==> src/rtl/ws2812_pkg.sv <==
// Shared definitions for the WS2812 single-wire transmitter: FSM encoding,
// 50 MHz default timing and the wire-order colour reorder.
package ws2812_pkg;

    localparam logic [1:0] ST_IDLE  = 2'd0;
    localparam logic [1:0] ST_HIGH  = 2'd1;
    localparam logic [1:0] ST_LOW   = 2'd2;
    localparam logic [1:0] ST_LATCH = 2'd3;

    localparam int DEF_T0H_CYC   = 20;
    localparam int DEF_T1H_CYC   = 40;
    localparam int DEF_BIT_CYC   = 63;
    localparam int DEF_RESET_CYC = 3000;

    // The LED expects green first, then red, then blue.
    function automatic logic [23:0] grb_reorder(input logic [23:0] rgb);
        return {rgb[15:8], rgb[23:16], rgb[7:0]};
    endfunction

endpackage

==> src/rtl/ws2812_bit_timer.sv <==
// One WS2812 bit slot: counts 0..BIT_CYC-1 and drives the line high for the
// first T0H_CYC or T1H_CYC cycles depending on the bit value.
module ws2812_bit_timer
    import ws2812_pkg::*;
#(
    parameter int T0H_CYC = DEF_T0H_CYC,
    parameter int T1H_CYC = DEF_T1H_CYC,
    parameter int BIT_CYC = DEF_BIT_CYC
) (
    input  logic clk,
    input  logic reset_n,
    input  logic start,
    input  logic bit_value,
    output logic dout_bit,
    output logic bit_end
);

    localparam int CW = (BIT_CYC > 1) ? $clog2(BIT_CYC) : 1;
    localparam logic [CW-1:0] CNT_LAST = CW'(BIT_CYC - 1);
    localparam logic [CW-1:0] HIGH_0   = CW'(T0H_CYC);
    localparam logic [CW-1:0] HIGH_1   = CW'(T1H_CYC);

    logic [CW-1:0] cnt;
    logic [CW-1:0] cnt_next;
    logic          active;
    logic          active_next;
    logic          bit_q;
    logic          bit_next;

    // A start in the final cycle of a slot begins the next slot with no gap.
    always_comb begin
        cnt_next    = cnt;
        active_next = active;
        bit_next    = bit_q;
        if (start) begin
            cnt_next    = '0;
            active_next = 1'b1;
            bit_next    = bit_value;
        end else if (active) begin
            if (cnt == CNT_LAST) begin
                cnt_next    = '0;
                active_next = 1'b0;
            end else begin
                cnt_next = cnt + 1'b1;
            end
        end
    end

    // The line is a flop so it can never glitch while the counter ripples.
    always_ff @(posedge clk or negedge reset_n) begin
        if (!reset_n) begin
            cnt      <= '0;
            active   <= 1'b0;
            bit_q    <= 1'b0;
            dout_bit <= 1'b0;
        end else begin
            cnt      <= cnt_next;
            active   <= active_next;
            bit_q    <= bit_next;
            dout_bit <= active_next && (cnt_next < (bit_next ? HIGH_1 : HIGH_0));
        end
    end

    assign bit_end = active && (cnt == CNT_LAST);

endmodule

==> src/rtl/ws2812_serial_tx.sv <==
// WS2812 frame transmitter: accepts RGB pixels over valid/ready, shifts them out
// GRB MSB-first and closes the frame with the latch low-time.
module ws2812_serial_tx
    import ws2812_pkg::*;
#(
    parameter int T0H_CYC   = DEF_T0H_CYC,
    parameter int T1H_CYC   = DEF_T1H_CYC,
    parameter int BIT_CYC   = DEF_BIT_CYC,
    parameter int RESET_CYC = DEF_RESET_CYC,
    parameter int NUM_LEDS  = 1
) (
    input  logic        clk,
    input  logic        reset_n,
    input  logic [23:0] s_color,
    input  logic        s_valid,
    output logic        s_ready,
    output logic        dout,
    output logic        busy,
    output logic        frame_done
);

    localparam int TW = $clog2(RESET_CYC + 1);
    localparam logic [TW-1:0] TMR_LAST  = TW'(RESET_CYC - 1);
    localparam logic [8:0]    LED_COUNT = 9'(NUM_LEDS);

    logic [1:0]    state;
    logic [1:0]    state_next;
    logic [23:0]   shift;
    logic [23:0]   shift_next;
    logic [4:0]    bit_idx;
    logic [4:0]    bit_idx_next;
    logic [7:0]    pix_cnt;
    logic [7:0]    pix_next;
    logic [TW-1:0] tmr;
    logic [TW-1:0] tmr_next;
    logic          ready_en;

    logic [23:0]   grb;
    logic [8:0]    pix_inc;
    logic          last_pix;
    logic          more_pix;
    logic          in_bit;
    logic          pixel_end;
    logic          xfer;
    logic          start;
    logic          start_bit;
    logic          bit_end;
    logic          dout_bit;

    assign grb       = grb_reorder(s_color);
    assign pix_inc   = {1'b0, pix_cnt} + 9'd1;
    assign last_pix  = (pix_inc == LED_COUNT);
    assign more_pix  = (pix_inc < LED_COUNT);
    assign in_bit    = (state == ST_HIGH) || (state == ST_LOW);
    assign pixel_end = in_bit && bit_end && (bit_idx == 5'd0);

    // ready_en holds s_ready low until the first clock after reset release.
    assign s_ready    = ready_en && ((state == ST_IDLE) || (pixel_end && more_pix));
    assign xfer       = s_valid && s_ready;
    assign busy       = (state != ST_IDLE);
    assign frame_done = (tmr == TMR_LAST) &&
                        ((state == ST_LATCH) || ((state == ST_IDLE) && (pix_cnt != 8'd0)));
    assign dout       = dout_bit;

    always_comb begin
        state_next   = state;
        shift_next   = shift;
        bit_idx_next = bit_idx;
        pix_next     = pix_cnt;
        tmr_next     = tmr;
        start        = 1'b0;
        start_bit    = shift[22];

        case (state)
            ST_IDLE: begin
                // A partly sent frame latches by itself if the source starves.
                if (pix_cnt != 8'd0) begin
                    if (tmr == TMR_LAST) begin
                        tmr_next = '0;
                        pix_next = '0;
                    end else begin
                        tmr_next = tmr + 1'b1;
                    end
                end
                if (xfer) begin
                    state_next = ST_HIGH;
                    tmr_next   = '0;
                end
            end
            ST_HIGH, ST_LOW: begin
                if (bit_end) begin
                    if (bit_idx != 5'd0) begin
                        start        = 1'b1;
                        start_bit    = shift[22];
                        shift_next   = {shift[22:0], 1'b0};
                        bit_idx_next = bit_idx - 5'd1;
                        state_next   = ST_HIGH;
                    end else if (last_pix) begin
                        state_next = ST_LATCH;
                        tmr_next   = '0;
                    end else begin
                        pix_next   = pix_inc[7:0];
                        tmr_next   = '0;
                        state_next = xfer ? ST_HIGH : ST_IDLE;
                    end
                end else if ((state == ST_HIGH) && !dout_bit) begin
                    state_next = ST_LOW;
                end
            end
            ST_LATCH: begin
                if (tmr == TMR_LAST) begin
                    state_next = ST_IDLE;
                    tmr_next   = '0;
                    pix_next   = '0;
                end else begin
                    tmr_next = tmr + 1'b1;
                end
            end
            default: state_next = ST_IDLE;
        endcase

        if (xfer) begin
            shift_next   = grb;
            bit_idx_next = 5'd23;
            start        = 1'b1;
            start_bit    = grb[23];
        end
    end

    always_ff @(posedge clk or negedge reset_n) begin
        if (!reset_n) begin
            state    <= ST_IDLE;
            bit_idx  <= '0;
            pix_cnt  <= '0;
            tmr      <= '0;
            ready_en <= 1'b0;
        end else begin
            state    <= state_next;
            bit_idx  <= bit_idx_next;
            pix_cnt  <= pix_next;
            tmr      <= tmr_next;
            ready_en <= 1'b1;
        end
    end

    // Pixel data needs no reset: a pixel only starts after a fresh load.
    always_ff @(posedge clk) begin
        shift <= shift_next;
    end

    ws2812_bit_timer #(
        .T0H_CYC(T0H_CYC),
        .T1H_CYC(T1H_CYC),
        .BIT_CYC(BIT_CYC)
    ) u_bit_timer (
        .clk      (clk),
        .reset_n  (reset_n),
        .start    (start),
        .bit_value(start_bit),
        .dout_bit (dout_bit),
        .bit_end  (bit_end)
    );

endmodule

==> config.mk <==
export PLATFORM = sky130hd
export DESIGN_NAME = ws2812_serial_tx
export DESIGN_NICKNAME = d
export VERILOG_FILES = /design/src/rtl/ws2812_pkg.sv /design/src/rtl/ws2812_bit_timer.sv /design/src/rtl/ws2812_serial_tx.sv
export SDC_FILE = /design/constraint.sdc
export NUM_CORES = 1
export LEC_CHECK = 0
export BUFFER_PORTS_ARGS = -buffer_cell sky130_fd_sc_hd__buf_4
export CELL_PAD_IN_SITES_DETAIL_PLACEMENT = 2
export CELL_PAD_IN_SITES_GLOBAL_PLACEMENT = 2
export CORE_MARGIN = 8
export CORE_UTILIZATION = 27
export CTS_CLUSTER_SIZE = 10
export DETAILED_ROUTE_END_ITERATION = 8
export PLACE_DENSITY_LB_ADDON = 0.05
export REMOVE_ABC_BUFFERS = 1
export SYNTH_ARGS = -nofsm -noshare
export SYNTH_HDL_FRONTEND = slang
export SYNTH_SLANG_ARGS = --single-unit
==> constraint.sdc <==
create_clock -name clk -period 4.65 [get_ports clk]
set_input_delay 0.2325 -clock clk [delete_from_list [all_inputs] [get_ports clk]]
set_output_delay 0.2325 -clock clk [all_outputs]
set_load 0.02 [all_outputs]
### Word level (Yosys, flattened, before mapping)

Cells that the tools add are included.
W data, S select, Z words.

| storage, ports and cells | value |
|---|---|
| register bits after elaboration | 60 |
| bits in latches | 0 |
| memory bits (writable) | 0 |
| ROM bits | 0 |
| memories kept | 0 |

| cells by class | value |
|---|---|
| add/subtract/negate cells | 4 |
| $mul | 0 |
| div/mod/pow operators | 0 |
| magnitude comparators | 2 |
| equality and inequality tests | 14 |
| shifts and indexed selects | 0 |
| muxes and demuxes | 41 |
| bitwise logic cells | 0 |
| reductions and logical operators | 27 |

Operators by type and width:

| operator | count |
|---|---|
| $mux W23 | 4 |
| $mux W12 | 5 |
| $mux W8 | 5 |
| $pmux W12 S3 | 1 |
| $mux W6 | 4 |
| $pmux W8 S3 | 1 |
| $mux W5 | 4 |
| $add A12 B1 Y12 const B | 1 |
| $eq A12 B12 Y1 const B | 1 |
| $mux W2 | 6 |
| $logic_and A1 B1 Y1 | 10 |
| $mux W1 | 10 |
| $ne A2 B2 Y1 const B | 5 |
| $add A8 B1 Y9 const B | 1 |
| $eq A9 B1 Y1 const B | 1 |
| $lt A9 B1 Y1 const B | 1 |
| $reduce_and A3 Y1 | 3 |
| $reduce_bool A2 Y1 | 4 |
| $reduce_bool A8 Y1 | 1 |
| $add A6 B1 Y6 const B | 1 |
| $eq A6 B6 Y1 const B | 1 |
| $lt A6 B6 Y1 | 1 |
| $pmux W2 S3 | 1 |
| $logic_not A5 Y1 | 1 |
| 12 further kinds | 15 |

### Depth between registers and ports, before layout

| depth | value |
|---|---|
| depth after elaboration | 13 |
| gate-level depth with buffers | 14 |
| mapped depth without buffers | 12 |

### Hierarchy

Synthesis repeated with hierarchy kept, for this count alone.

| second synthesis, totals | value |
|---|---|
| cells, all modules | 312 |
| area, all modules | 3,305.7 um^2 |

By module, submodules not included:

| module | instances | cells an instance | area an instance (um^2) | sequential area each (um^2) |
|---|---|---|---|---|
| ws2812_serial_tx | 1 | 259 | 2,775.2 | 1,391.3 |
| ws2812_bit_timer | 1 | 53 | 530.5 | 225.2 |

### Least setup slack after synthesis

OpenSTA, ideal clock, no wires.

| path | value |
|---|---|
| path type | reg-to-reg |
| start point | register state[0] |
| end point | register u_bit_timer.dout_bit |
| setup time | 0.094 ns |
| data arrival time | 3.433 ns |
| slack | 1.123 ns |
| stages on the path, launching flop included | 15 |
| path buffers | 2 |
| clock period less this slack | 3.527 ns |
| path through | dfrtp_1 inv_1 ha_1 buf_2 nand4_1 or4_1 a2111o_1 a21o_1 buf_6 mux2_4 ha_1 and3_1 a21oi_1 o2bb2ai_1 a221oi_2 |

| on the way | value |
|---|---|
| cells in the longest elaborated chain, start to end | 13 |
| elaborated cells on any way between the ends | 20 |

RTL lines:

| what | RTL line | RTL |
|---|---|---|
| start, declared | ws2812_serial_tx.sv:26 | `logic [1:0] state;` |
| start signal, assigned | ws2812_serial_tx.sv:138 | `state <= state_next;` |
| $eq A2 B1 Y1 or $eq A2 B2 Y1 (tied branches) | ws2812_serial_tx.sv:54, ws2812_serial_tx.sv:74 |  |
| $logic_or A1 B1 Y1 | ws2812_serial_tx.sv:54 | `assign in_bit = (state == ST_HIGH) \|\| (state == ST_LOW);` |
| $logic_and A1 B1 Y1 (2 in series) | ws2812_serial_tx.sv:55 | `assign pixel_end = in_bit && bit_end && (bit_idx == 5'd0);` |
| $logic_and A1 B1 Y1 | ws2812_serial_tx.sv:58 | `assign s_ready = ready_en && ((state == ST_IDLE) \|\| (pixel_end && more_pix));` |
| $logic_or A1 B1 Y1 | ws2812_serial_tx.sv:58 |  |
| $logic_and A1 B1 Y1 | ws2812_serial_tx.sv:58 |  |
| $logic_and A1 B1 Y1 | ws2812_serial_tx.sv:59 | `assign xfer = s_valid && s_ready;` |
| $mux W1 | ws2812_serial_tx.sv:122 | `if (xfer) begin` |
| $mux W1 (*) | ws2812_bit_timer.sv:35 | `if (start) begin` |
| net u_bit_timer.bit_next | ws2812_bit_timer.sv:28 | `logic bit_next;` |
| $mux W6 (*) | ws2812_bit_timer.sv:60 | `dout_bit <= active_next && (cnt_next < (bit_next ? HIGH_1 : HIGH_0));` |
| $lt A6 B6 Y1 (*) | ws2812_bit_timer.sv:60 |  |
| $logic_and A1 B1 Y1 (*) | ws2812_bit_timer.sv:60 |  |
| end signal, assigned | ws2812_bit_timer.sv:60 |  |
| end, declared | ws2812_bit_timer.sv:14 | `output logic dout_bit,` |

Mark *: on every way through the listed nets, which the timed path passes. The rest lies on a longest branch.
A chain may end at the register's enable or synchronous reset.

### Worst setup path after layout

| path | value |
|---|---|
| start point | register u_bit_timer.cnt[0] |
| end point | register u_bit_timer.dout_bit |

| on the way | value |
|---|---|
| cells in the longest elaborated chain, start to end | 13 |
| elaborated cells on any way between the ends | 23 |

RTL lines:

| what | RTL line | RTL |
|---|---|---|
| start, declared | ws2812_bit_timer.sv:23 | `logic [CW-1:0] cnt;` |
| start signal, assigned | ws2812_bit_timer.sv:57 | `cnt <= cnt_next;` |
| $eq A6 B6 Y1 (*) | ws2812_bit_timer.sv:64 | `assign bit_end = active && (cnt == CNT_LAST);` |
| $logic_and A1 B1 Y1 (*) | ws2812_bit_timer.sv:64 |  |
| $logic_and A1 B1 Y1 (2 in series) | ws2812_serial_tx.sv:55 |  |
| $logic_and A1 B1 Y1 | ws2812_serial_tx.sv:58 |  |
| $logic_or A1 B1 Y1 | ws2812_serial_tx.sv:58 |  |
| $logic_and A1 B1 Y1 | ws2812_serial_tx.sv:58 |  |
| $logic_and A1 B1 Y1 | ws2812_serial_tx.sv:59 |  |
| $mux W1 | ws2812_serial_tx.sv:122 |  |
| $mux W1 (*) | ws2812_bit_timer.sv:35 |  |
| net u_bit_timer.bit_next | ws2812_bit_timer.sv:28 |  |
| $mux W6 (*) | ws2812_bit_timer.sv:60 |  |
| $lt A6 B6 Y1 (*) | ws2812_bit_timer.sv:60 |  |
| $logic_and A1 B1 Y1 (*) | ws2812_bit_timer.sv:60 |  |

Marked as above.

==> qor.txt <==
Post-Synth XOR/XNOR Area: 1.267%
Setup TNS: 0 ns
Vias: 2607
Maximum operating frequency: 0.2745 GHz
Worst vdd ir: 0.1527 mV
Chip Width: 129.2 um
CTS tree: done
Met2 usage: 19.03%
Mapped Area: 3457 um^2
Post-CTS Setup Inserts: 0
Period utilization: 78.34%
Nets: 390
Area of the die: 16680 um^2
Worst r2r src: u_bit_timer.cnt[0]
# fillers: 1361
Cell Chain, Critical Path: inv_1 > ha_1 > nand3_1 > or4_1 > a2111o_1 > a21o_1 > mux2_4 > ha_1 > and3_1 > a21oi_1 > o2bb2ai_1 > a221oi_2
Critical path endpoint category: register
# setup viols final: 0
Final hold violations: 0
Number of synthesized register bits: 60
# DRC: 0
Async set-reset flop share out of synthesis: 61.67%
Met1 GRT Util: 15.91%
Final Max Slew Viols: 0
Synth cell types: 62
TritonCTS buffer count: 9
PortBufs: 30
Core area: 12570 um^2
Vias in the first global route: 2941
Worst-Skew Late Latency: 0.33 ns
Adder-cell share of the synthesized area: 4.343%
Height of the die: 129.2 um
Routed vias/inst: 4.938
Top Ports: 31
CTS Root Buffer Type: clkbuf_16
Gpl congestion: 0.7147
Footprint of the multi-input gates: 1720 um^2
Post-Route WL: 9.552 mm
DR WL/cell: 18.09 um
Initial antenna violation count: 0
Initial Util: 27.51%
HPWL Detailed: 6.734 mm
Ant diodes: 0
Worst R2R End: u_bit_timer.dout_bit
Worst Min Path Start: s_color[15]
Reg2reg path depth: 12
Post-synthesis mux area share: 11.33%
Aggregate global routing overflow: 0
Crit Path Max Fanout: 11
Global-route wire length before repair: 15.70 mm
TritonRoute pass-1 iters: 4
R2R Setup Slk: 1.01 ns
Clock Power Share: 55.7%
WHS Endpoint: u_bit_timer.bit_q
Compound-Gate Fraction of Synth Area: 15.09%
Grt peak-use layer: met2
Antenna viol nets, final: 0
Crit path arrival time: 3.88 ns
Hold Buf Count CTS: 1
Cell Count, Final, Fillers Out: 528
Post-CTS resize count: 0
Worst Path Required: 4.89 ns
Outcome: completed
Main combinational cell family by area after synthesis: simple AND/OR/NAND/NOR gates
Cells after DPL: 511
Sequential cell area: 1617 um^2
Clock slew at reported path FFs: 0.06 ns
Main synth FF type: dfrtp_1
Syn Area/Cell: 10.97 um^2
Total clock sinks: 60
Sequential-to-total area share from yosys stat: 46.76%
H-tree lvl count: 3
Reg power frac: 42.3%
Syn Inst Count: 315
FP Rows: 41
Minimum clock period: 3.643 ns
Total Power: 1.295 mW
Layout cells sized above 1: 23.60%
HP Class: input port to register
Hold path depth: 2
Synth warn: 0
All-Layer GR Usage: 12.14%
Largest net degree at the start of global routing: 38
Worst-margin pin slew: 1.021 ns
Most common cell type on the critical path: ha_1
Layout Skew: 0.007540 ns
Slew Limit Headroom: 31.35%
Pre-CTS setup slack: 1.050 ns
Pwr dens: 308.7 nW/um^2
Starting DRC count in detailed routing: 125
Leakage: 1.688 nW
Clock Tree Buf Depth: 2
Slowest stage delay, CP: 0.59 ns
Post-synth EDFFs: 23
Comb pwr share: 2.1%
Critical path class: register to register
Met3 Resource Use GR: 3.287%
Critical Path Start Type: register
Max cap viols: 0
Int Pwr: 1.031 mW
Slowest CP cell: or4_1
Area Overhead vs Synth: 21.35%
Simple-gate portion of the synthesized area: 17.63%
RSZ-0062 raised after global routing: no
Switching share of power: 20.37%
Net Sw Power: 263.8 uW
Hold Slack: 0.1679 ns
Final setup margin: 1.007 ns
==> placed cells by master (no fill, tap or decap), drive strengths merged, types with 3 or more instances in the layout <==
cell and n:
dfrtp 37, a21o 8, buf 36, and2 3
or3b 4, mux2 23, nand2b 3, a311oi 3
inv 12, nor2 14, ha 12, edfxtp 23
clkbuf 10, nand2 31, nand3 15, nand4 3
or4 4, o41ai 4, nor3 10, nor3b 3
clkinv 3, o31ai 7, and3 4, o21ai 20
nor4 4, a21oi 5, or3 3, mux2i 5
xor2 3, o211ai 4
==> flip-flops by register name, summed over array words and instances, names as in the netlist <==
name,count
pix_cnt,8
u_bit_timer.dout_bit,1
u_bit_timer.bit_q,1
u_bit_timer.cnt,6
state,2
tmr,12
u_bit_timer.active,1
ready_en,1
bit_idx,5
shift,23
==> worst max-delay path by stage <==
stage	from	endpoint	slack (ns)
after floorplan	state[0]	u_bit_timer.dout_bit	0.57
after global placement	u_bit_timer.cnt[0]	u_bit_timer.dout_bit	1.15
after detailed placement	u_bit_timer.cnt[0]	u_bit_timer.dout_bit	1.05
after CTS	u_bit_timer.cnt[0]	u_bit_timer.dout_bit	0.98
after global routing	u_bit_timer.cnt[0]	u_bit_timer.dout_bit	0.81
final	u_bit_timer.cnt[0]	u_bit_timer.dout_bit	1.01
==> cells by family (layout without fill, tap and decap cells) <==
group / after synthesis / after routing
xor+xnor: 5 / 5
fa+ha+maj: 12 / 12
other cells: 1 / 1
flops: 60 / 60
compound gates: 73 / 73
mux: 28 / 28
buf+inv: 24 / 65
simple gates: 112 / 112
==> power by group through the flow <==
| stage | sequential (mW) | clock (mW) | combinational (mW) |
|---|---|---|---|
| detailed placement | 0.558 | 0 | 0.0274 |
| global route | 0.547 | 0.765 | 0.0297 |
| finish | 0.548 | 0.721 | 0.0267 |
| CTS | 0.547 | 0.747 | 0.0280 |
| global placement | 0.558 | 0 | 0.0273 |
| floorplan | 0.558 | 0 | 0.00143 |
==> area by class of cell <==
type	count	share of cell area (%)
well taps	172	5.130
inverters	12	1.074
flip-flops and latches	60	38.53
clock inverters	6	2.118
multi-input cells	231	41.01
repair buffers	37	6.681
clock buffers	10	5.458
==> worst max-delay path, delay by kind of cell, from the launching register on <==
kind,cells,cell delay (ns)
AO/OA/AOI/OAI,5,1.24
adder cells (fa/ha/maj),2,0.44
buffers and inverters,1,0.08
flip-flops,1,0.42
multiplexers,1,0.33
AND/OR/NAND/NOR,3,1.04
==> layer usage <==
metal,part of all wire (%),vias to the layer above
li1,-,1265
met1,50,1308
met5,0,-
met2,46,30
met3,3.4,4
met4,0.73,0
==> metrics by stage <==
step                instance area (um^2)  utilization [%]
finish                              4195            33.38
CTS                                 4195            33.38
global placement                    3867            30.77
detailed placement                  3867            30.77
global route                        4195            33.38
floorplan                           3382                -
==> synthesized netlist by cell type (2+ instances only) <==
cell       n  area (um^2)
dfrtp_1   37        925.9
nand2_1   31        116.4
edfxtp_1  23        690.7
mux2_4    22        330.3
o21ai_0   18        90.09
nand3_1   15        75.07
nor2_1    14        52.55
ha_1      12        150.1
inv_1     12        45.04
nor3_1    10        50.05
a21o_1     8        60.06
o31ai_1    7        52.55
a21oi_1    5        25.02
mux2i_1    5        50.05
and3_1     4        25.02
clkbuf_1   4        15.01
o211ai_1   4        30.03
o41ai_1    4        35.03
or3b_2     4        35.03
a311oi_1   3        26.28
and2_1     3        18.77
buf_2      3        15.01
buf_6      3        33.78
nand2b_1   3        18.77
nand4_1    3        18.77
nor3b_1    3        22.52
nor4_1     3        18.77
or4_1      3        22.52
xor2_1     3        26.28
a211oi_1   2        15.01
a21boi_0   2        15.01
nand3b_1   2        15.01
nand4b_1   2        17.52
nor2b_1    2        12.51
nor4b_1    2        17.52
o21ai_1    2        10.01
o21bai_1   2        15.01
o22a_1     2        17.52
o31a_1     2        17.52
o32ai_1    2        17.52
or3_1      2        12.51
xnor2_1    2        17.52
Note: power is estimated with default switching activity, not from simulation.
